--- src/rtl/iter_mul_unit.sv ---
// Iterative shift-and-add multiplier: one multiplier bit per cycle, low p_nbits of the product.
// Optional macro ITER_MUL_EARLY_EXIT_EN ends the CALC phase as soon as the remaining multiplier is zero.
module iter_mul_unit #(
    parameter int p_nbits = 32
) (
    input  logic               clk,
    input  logic               reset,
    input  logic               req_val,
    output logic               req_rdy,
    input  logic [p_nbits-1:0] req_msg_a,
    input  logic [p_nbits-1:0] req_msg_b,
    output logic               resp_val,
    input  logic               resp_rdy,
    output logic [p_nbits-1:0] resp_msg
);

    localparam int CW = $clog2(p_nbits);
    localparam logic [CW-1:0] C_LAST = CW'(p_nbits - 1);

    typedef enum logic [1:0] {IDLE, CALC, DONE} state_t;

    state_t             r_state;
    state_t             w_state_nxt;
    logic [p_nbits-1:0] r_a;
    logic [p_nbits-1:0] r_b;
    logic [p_nbits-1:0] r_result;
    logic [CW-1:0]      r_cnt;
    logic               w_accept;
    logic               w_last;

    assign w_accept = req_val && req_rdy;
    assign resp_msg = r_result;

`ifdef ITER_MUL_EARLY_EXIT_EN
    // Stop once no set multiplier bits remain after this cycle's shift.
    assign w_last = (r_cnt == C_LAST) || ((r_b >> 1) == '0);
`else
    assign w_last = (r_cnt == C_LAST);
`endif

    always_ff @(posedge clk or negedge reset) begin
        if (!reset) r_state <= IDLE;
        else        r_state <= w_state_nxt;
    end

    always_comb begin
        w_state_nxt = r_state;
        req_rdy     = 1'b0;
        resp_val    = 1'b0;
        case (r_state)
            IDLE: begin
                // Gated so the port reads 0 while reset is held low.
                req_rdy = reset;
                if (w_accept) w_state_nxt = CALC;
            end
            CALC: begin
                if (w_last) w_state_nxt = DONE;
            end
            DONE: begin
                resp_val = 1'b1;
                if (resp_rdy) w_state_nxt = IDLE;
            end
            default: w_state_nxt = IDLE;
        endcase
    end

    always_ff @(posedge clk or negedge reset) begin
        if (!reset) begin
            r_a      <= '0;
            r_b      <= '0;
            r_result <= '0;
            r_cnt    <= '0;
        end else if (r_state == IDLE && w_accept) begin
            r_a      <= req_msg_a;
            r_b      <= req_msg_b;
            r_result <= '0;
            r_cnt    <= '0;
        end else if (r_state == CALC) begin
            if (r_b[0]) r_result <= r_result + r_a;
            r_a   <= r_a << 1;
            r_b   <= r_b >> 1;
            r_cnt <= w_last ? r_cnt : r_cnt + 1'b1;
        end
    end

endmodule

--- config.mk ---
export PLATFORM = sky130hd
export DESIGN_NAME = iter_mul_unit
export DESIGN_NICKNAME = d
export VERILOG_FILES = /design/src/rtl/iter_mul_unit.sv
export SDC_FILE = /design/constraint.sdc
export NUM_CORES = 1
export LEC_CHECK = 0
export ABC_AREA = 1
export BUFFER_PORTS_ARGS = -buffer_cell sky130_fd_sc_hd__buf_2
export CAP_MARGIN = 20
export CELL_PAD_IN_SITES_DETAIL_PLACEMENT = 2
export CELL_PAD_IN_SITES_GLOBAL_PLACEMENT = 2
export CORE_MARGIN = 2
export CORE_UTILIZATION = 35
export CTS_CLUSTER_DIAMETER = 120
export DETAILED_ROUTE_END_ITERATION = 12
export PLACE_DENSITY = 0.95
export SLEW_MARGIN = 15
export SYNTH_ARGS = -nofsm -noshare
export SYNTH_HDL_FRONTEND = slang
export SYNTH_SLANG_ARGS = --single-unit
--- constraint.sdc ---
create_clock -name clk -period 5.35 [get_ports clk]
set_input_delay 1.3375 -clock clk [delete_from_list [all_inputs] [get_ports clk]]
set_output_delay 1.3375 -clock clk [all_outputs]
set_load 0.01 [all_outputs]
==> results of run 1 <==
-- cell families after synthesis --
kind of cell,count (synthesis)
xor gates and xnor gates,4
and+or+nand+nor,427
adders and majority gates,34
buffers and inverters,215
AOI/OAI and AO/OA,185
DFF,103
-- worst max-delay path, stage by stage --
cell and delay, ns:
buf_4 0.55, nor3b_4 0.35, buf_2 0.17
-- cells in the final DEF (no fill, tap or decap), types with 4 or more instances in the layout --
cell / n
nand2_1: 316
inv_1: 181
dfrtp_1: 103
buf_2: 100
o21ai_0: 59
o21ai_1: 54
nor2_1: 38
nand3_1: 38
ha_1: 33
a21oi_1: 32
o221ai_1: 31
nand2_2: 9
clkbuf_16: 9
nor3_1: 7
nand4_1: 5
nor2_2: 4
buf_4: 4
-- metal layers --
metal / GRT usage (%) / wire [µm] / up-vias / part of all wire, %
met2: 51.5 / 14400 / 158 / 51
met3: 4.67 / 1050 / 55 / 3.7
met1: 33.8 / 11700 / 3573 / 42
met4: 11.0 / 906 / 4 / 3.2
met5: 0 / 22 / - / 0.078
li1: - / - / 3236 / -
-- registers in the layout, summed over array words and instances (netlist names) --
name	count
r_b	32
resp_msg	32
r_cnt	5
r_state	2
r_a	32
-- final cells by class --
cell class | instances | area [µm²] | share of cell area (%)
multi-input combinational | 650 | 3310 | 42.6
sequential | 103 | 2580 | 33.2
inverter | 187 | 707 | 9.10
timing repair buffer | 105 | 558 | 7.18
tap | 260 | 325 | 4.19
clock buffer | 9 | 225 | 2.90
clock inverter | 7 | 66.3 | 0.853
-- cell usage after synthesis (3+ instances only) --
cell type  instances  area (µm²)
nor2_1            38         143
nand2_1          316        1190
o221ai_1          31         272
buf_2             11        55.1
nand3_1           38         190
nand3_2            3        30.0
nand2_2            9        56.3
o21ai_0           59         295
inv_2              3        11.3
nand4_1            5        31.3
clkbuf_1           4        15.0
nor2_2             4        25.0
dfrtp_1          103        2580
inv_1            181         679
ha_1              33         413
xnor2_1            3        26.3
nor3_1             7        35.0
o21ai_1           54         270
a21oi_1           32         160
o21bai_1           3        22.5
buf_6             11         124
-- final timing paths --
path / start / end / depth (start not counted)
max: reset / req_rdy / 3
min: resp_msg[28] / resp_msg[28] / 2
max reg2reg: r_state[1] / resp_msg[2] / 8
min reg2reg: resp_msg[28] / resp_msg[28] / 2
max in group asynchronous: reset / resp_msg[8] / 2
min in group asynchronous: reset / r_b[5] / 1
-- power by group through the flow --
stage,logic [mW],registers (mW),clock network (mW)
after floorplan,1.82,1.37,0
after global placement,2.40,1.40,0
after detailed placement,2.64,1.44,0
after CTS,2.79,1.44,0.699
after global routing,3.13,1.48,0.727
final,2.80,1.44,0.697
==> impl_results.md, run 1 <==
- Antenna diodes: 0
- Dpl hpwl: slightly below 20000 µm
- Pint: about 2.3 mW
- Crit path DAT: ~2.4 ns
- Clock Pin Slew Worst Setup and Hold Paths: around 0.080 ns
- Min-Delay Path Class: flip-flop to flip-flop
- Simple-gate share of the synthesized area: a little over a quarter
- CTS sink count: 103
- Synthesized area: a little under 7000 µm²
- Critical Path RT: between 4 and 5 ns
- Cts repair resizes: 0
- Placer Congestion: 0.869
- Die width: between 100 and 150 µm
- PwrDens: roughly 640 nW/µm²
- CTS tree: built
- RSZ-0062 raised after global routing: false
- Reg-to-reg setup timing slack: 2.64 ns
- GRT Total Usage: ~29%
- Slew headroom: approximately half
- Synthesized net count: 1070
- Max cap viols: 0
- Cell variety after synth: 37
- Fin. Hold Viols: 0
- CTS hold repair buffers: 0
- Starting DRT DRC Count: between 300 and 400
- Prevailing post-synth register cell: dfrtp_1
- DP Cell Count: between 1000 and 1500
- Worst VDD drop: between 0.2 and 0.25 mV
- Setup TNS: 0 ns
- Setup-failing EPs final: 0
- Sequential fraction of the synthesis area: a little under two fifths
- Final cell count without fillers: around 1300
- Asr flop ratio synth: 100%
- First-pass GRT wire length: between 40000 and 50000 µm
- Hold Slack: 0.527 ns
- Status: completed
- Std-Cell Rows: 50
- Yosys warning count: 0
- Clk_skew: between 0.009 and 0.01 ns
- Synth Area in Compound Gates: 15.7%
- Post-synthesis adder-cell area fraction: under 10%
- Pin count of the biggest net entering global routing: 68
- Combinational share of power: a little under three fifths
- Post-CTS setup buffers: 0
- Worst-margin pin slew: approximately 0.8 ns
- Tot Pwr: between 4 and 5 mW
- Via count: ~7000
- Register bit total from synthesis: about 100
- DP Worst Slack: ~1.4 ns
- Die area: a little over 20000 µm²
- Post-Synthesis Cells: around 970
- Vias in the first global route: around 8000
- Sw Pwr: around 2.6 mW
- Post-Route WL: between 20000 and 30000 µm
- Util after Layout: 41.1%
- Initial Util: a little over a third
- Initial antenna violation count: 2
- Clk pwr share: between 10% and 20%
- Drt first pass iters: 5
- Fill count: about 2300
- Wire length per cell: 21.3 µm
- CTS Buf Count: 9
- H-Tree Depth: 3
- Vias per cell: around 5.3
- Highest Clock Rate: 0.265 GHz
- Port bufs: 101
- CTS root buf: clkbuf_16
- CTS max path bufs: 2
- Worst-Skew Late Latency: 0.38 ns
- Post-DRT Antenna Nets: 0
- DR DRC count: 0
- Dpl cell area: ~7500 µm²
- # IOs: between 100 and 150
- Main combinational cell family by area after synthesis: simple AND/OR/NAND/NOR gates
- Switch share: 52.9%
- Total leakage power: approximately 4.4 nW
- Post-synthesis mux area share: 0%
- Synth-to-layout area growth: 14.3%
- Startpoint Class: primary input
- Final setup margin: ~1.6 ns
- Synth Area per Inst: 7.03 µm²
- Fin nets: between 1000 and 1500
- Setup crit end kind: primary output
- Post-synth EDFFs: 0
- CP Max Fanout: 53
- Tcrit/Tclk final: approximately 70%
- Overflow after GRT: 0
- Seq pwr share: roughly 29%
- Xor/xnor share of the synthesized area: less than 1%
- Design area: between 7000 and 8000 µm²
- WS Path Type: primary input to primary output
- Slew Viols, Final: 0
- Post-route minimum period: around 3.8 ns
- Share of cells above drive strength 1: about 14%
- Core Region: around 19000 µm²
- DIE HEIGHT: around 140 µm
No activity file was read; power rests on OpenSTA's default activity.
==> run 2: changes to the inputs <==
Settings changed: CORE_UTILIZATION 35 to 29, PLACE_DENSITY 0.95 to 0.86.
Clock period 5.35 ns to 3.1 ns, I/O delays scaled along.
==> impl_results.md, run 2 (synthesis results as in run 1) <==
- Port bufs: 101 (unchanged)
- Crit-path max cell delay: 0.47 ns (-0.08 ns)
- Worst-margin pin slew: 0.880 ns (+0.103 ns)
- Die area: 24700 µm² (+20%)
- Reg-to-reg setup timing slack: 0.80 ns (-1.84 ns)
- PwrDens: 1040 nW/µm² (+64%)
- Setup TNS: 0 ns (unchanged)
- Startpoint Class: flip-flop
- Core Region: 23300 µm² (+23%)
- Cts repair resizes: 0 (unchanged)
- Fill count: 2867 (+24%)
- Most common cell after layout, fill and taps aside: nand2_1
- # IOs: 102 (unchanged)
- Share of cells above drive strength 1: 14.3% (+0.40 points)
- Top cell family by delay on the critical path: simple AND/OR/NAND/NOR gates
- Synth-to-layout area growth: 15.7%
- Pin count of the biggest net entering global routing: 68 (unchanged)
- Vias per cell: 4.86 (-8.5%)
- CP Max Fanout: 4 (-92%)
- GRT Total Usage: 20.7% (-7.8 points)
- WS Path Type: flip-flop to flip-flop
- H-Tree Depth: 3 (unchanged)
- Wire length per cell: 17.6 µm (-17%)
- Tcrit/Tclk final: roughly three quarters
- Setup-failing EPs final: 0 (unchanged)
- Placer Congestion: 0.818 (-5.9%)
- Max cap viols: 0 (unchanged)
- CTS sink count: 103 (unchanged)
- Slew Viols, Final: 0 (unchanged)
- Util after Layout: 33.8% (-7.3 points)
- Post-CTS setup buffers: 0 (unchanged)
- DIE HEIGHT: 157 µm (+9.6%)
- Total leakage power: 4.38 nW (+0.42%)
- Setup crit end kind: flip-flop
- Most common cell on crit path: nand2_1
- Worst-Skew Late Latency: 0.37 ns (about the same)
- CTS tree: built
- Slowest-stage cell, CP: fa_1
- Commonest cells after routing, fill and taps aside: 316 x nand2_1, 181 x inv_1, 103 x dfrtp_1
- CP cell instances: ha_1 > fa_1 > nand3_1 > nand3_2 > nand2_1 > nand2_1 > nand2_1 > nand2_2 > nand2_1 > nand3_1 > nand3_1 > nand2_1
- Initial antenna violation count: 6 (+4)
- RSZ-0062 raised after global routing: false
- Vias in the first global route: 7692 (-4.3%)
- Critical Path RT: 3.36 ns (-0.65 ns)
- Dpl hpwl: 18500 µm (-4.6%)
- Overflow after GRT: 0 (unchanged)
- Min-Delay Path Class: primary input to async pin
- First-pass GRT wire length: 40100 µm (-11%)
- Status: completed
- CTS root buf: clkbuf_16
- DR DRC count: 0 (unchanged)
- Std-Cell Rows: 56 (+12%)
- Post-route minimum period: 2.30 ns
- Slew headroom: 41.3% (-6.8 points)
- Clk_skew: 0.0104 ns (+0.000510 ns)
- Post-DRT Antenna Nets: 0 (unchanged)
- Initial Util: 29.2% (-6.8 points)
- Starting DRT DRC Count: 200 (-42%)
- Die width: 157 µm (+9.6%)
- Drt first pass iters: 5 (unchanged)
- Worst VDD drop: 0.417 mV (+100%)
- Post-Route WL: 24400 µm (-13%)
- Number of buffer and inverter stages on the critical path: 0 (-2)
- Clock Pin Slew Worst Setup and Hold Paths: 0.08 ns (about the same)
- Fin nets: 1163 (+0.43%)
- CTS max path bufs: 2 (unchanged)
- Highest Clock Rate: ~0.44 GHz
- Crit path DAT: 2.56 ns (+0.13 ns)
- CTS Buf Count: 9 (unchanged)
- Via count: 6752 (-3.9%)
- CTS hold repair buffers: 0 (unchanged)
- Fin. Hold Viols: 0 (unchanged)
## run 2: changes by cell type in the layout (fill, tap and decap cells not counted), sizes merged
cell / before / now
buf: 105 / 110
diode: 0 / 3
## run 2: final timing paths
kind	start	end	depth (start not counted)
min	reset	r_cnt[1]	2
max reg2reg	resp_msg[0]	resp_msg[24]	12
max in group asynchronous	reset	resp_msg[0]	3
max	resp_msg[0]	resp_msg[24]	12
min in group clk	r_cnt[4]	r_cnt[4]	2
min reg2reg	r_cnt[4]	r_cnt[4]	2
## run 2: per-layer routing
layer	up-vias	wire length, µm	track usage [%]	share of wire (%)
met4	6	472	5.84	1.9
met1	3349	10700	25.3	44
li1	3254	-	-	-
met3	38	1080	4.82	4.4
met2	105	12100	36.6	49
met5	-	41	0	0.17
## run 2: stage by stage
step	hold WS, ns	setup WS (ns)	power (mW)	instance area (µm²)	std cells
final	0.474	0.801	8.19	7870	1388
after global routing	0.499	0.641	8.99	7860	1385
after CTS	0.490	0.782	8.27	7860	1385
after detailed placement	0.503	0.588	6.99	7570	1369
after global placement	0.492	0.664	6.66	7570	1369
after floorplan	0.478	1.21	5.51	6800	968
## run 2: cell type report
class / instances / area [µm²] / share of cell area [%]
Antenna cell: 3 / 7.51 / 0.0954
Clock buffer: 9 / 225 / 2.86
Clock inverter: 7 / 66.3 / 0.842
Inverter: 187 / 707 / 8.98
Multi-Input combinational cell: 650 / 3310 / 42.1
Sequential cell: 103 / 2580 / 32.7
Tap cell: 319 / 399 / 5.07
Timing Repair Buffer: 110 / 576 / 7.31
## run 2: power breakdown
| part | internal [mW] | switching [mW] | leakage [nW] |
|---|---|---|---|
| Sequential | 1.98 | 0.462 | 1.30 |
| Combinational | 1.48 | 3.09 | 2.94 |
| Clock | 0.566 | 0.615 | 0.141 |
| Total | 4.02 | 4.17 | 4.38 |
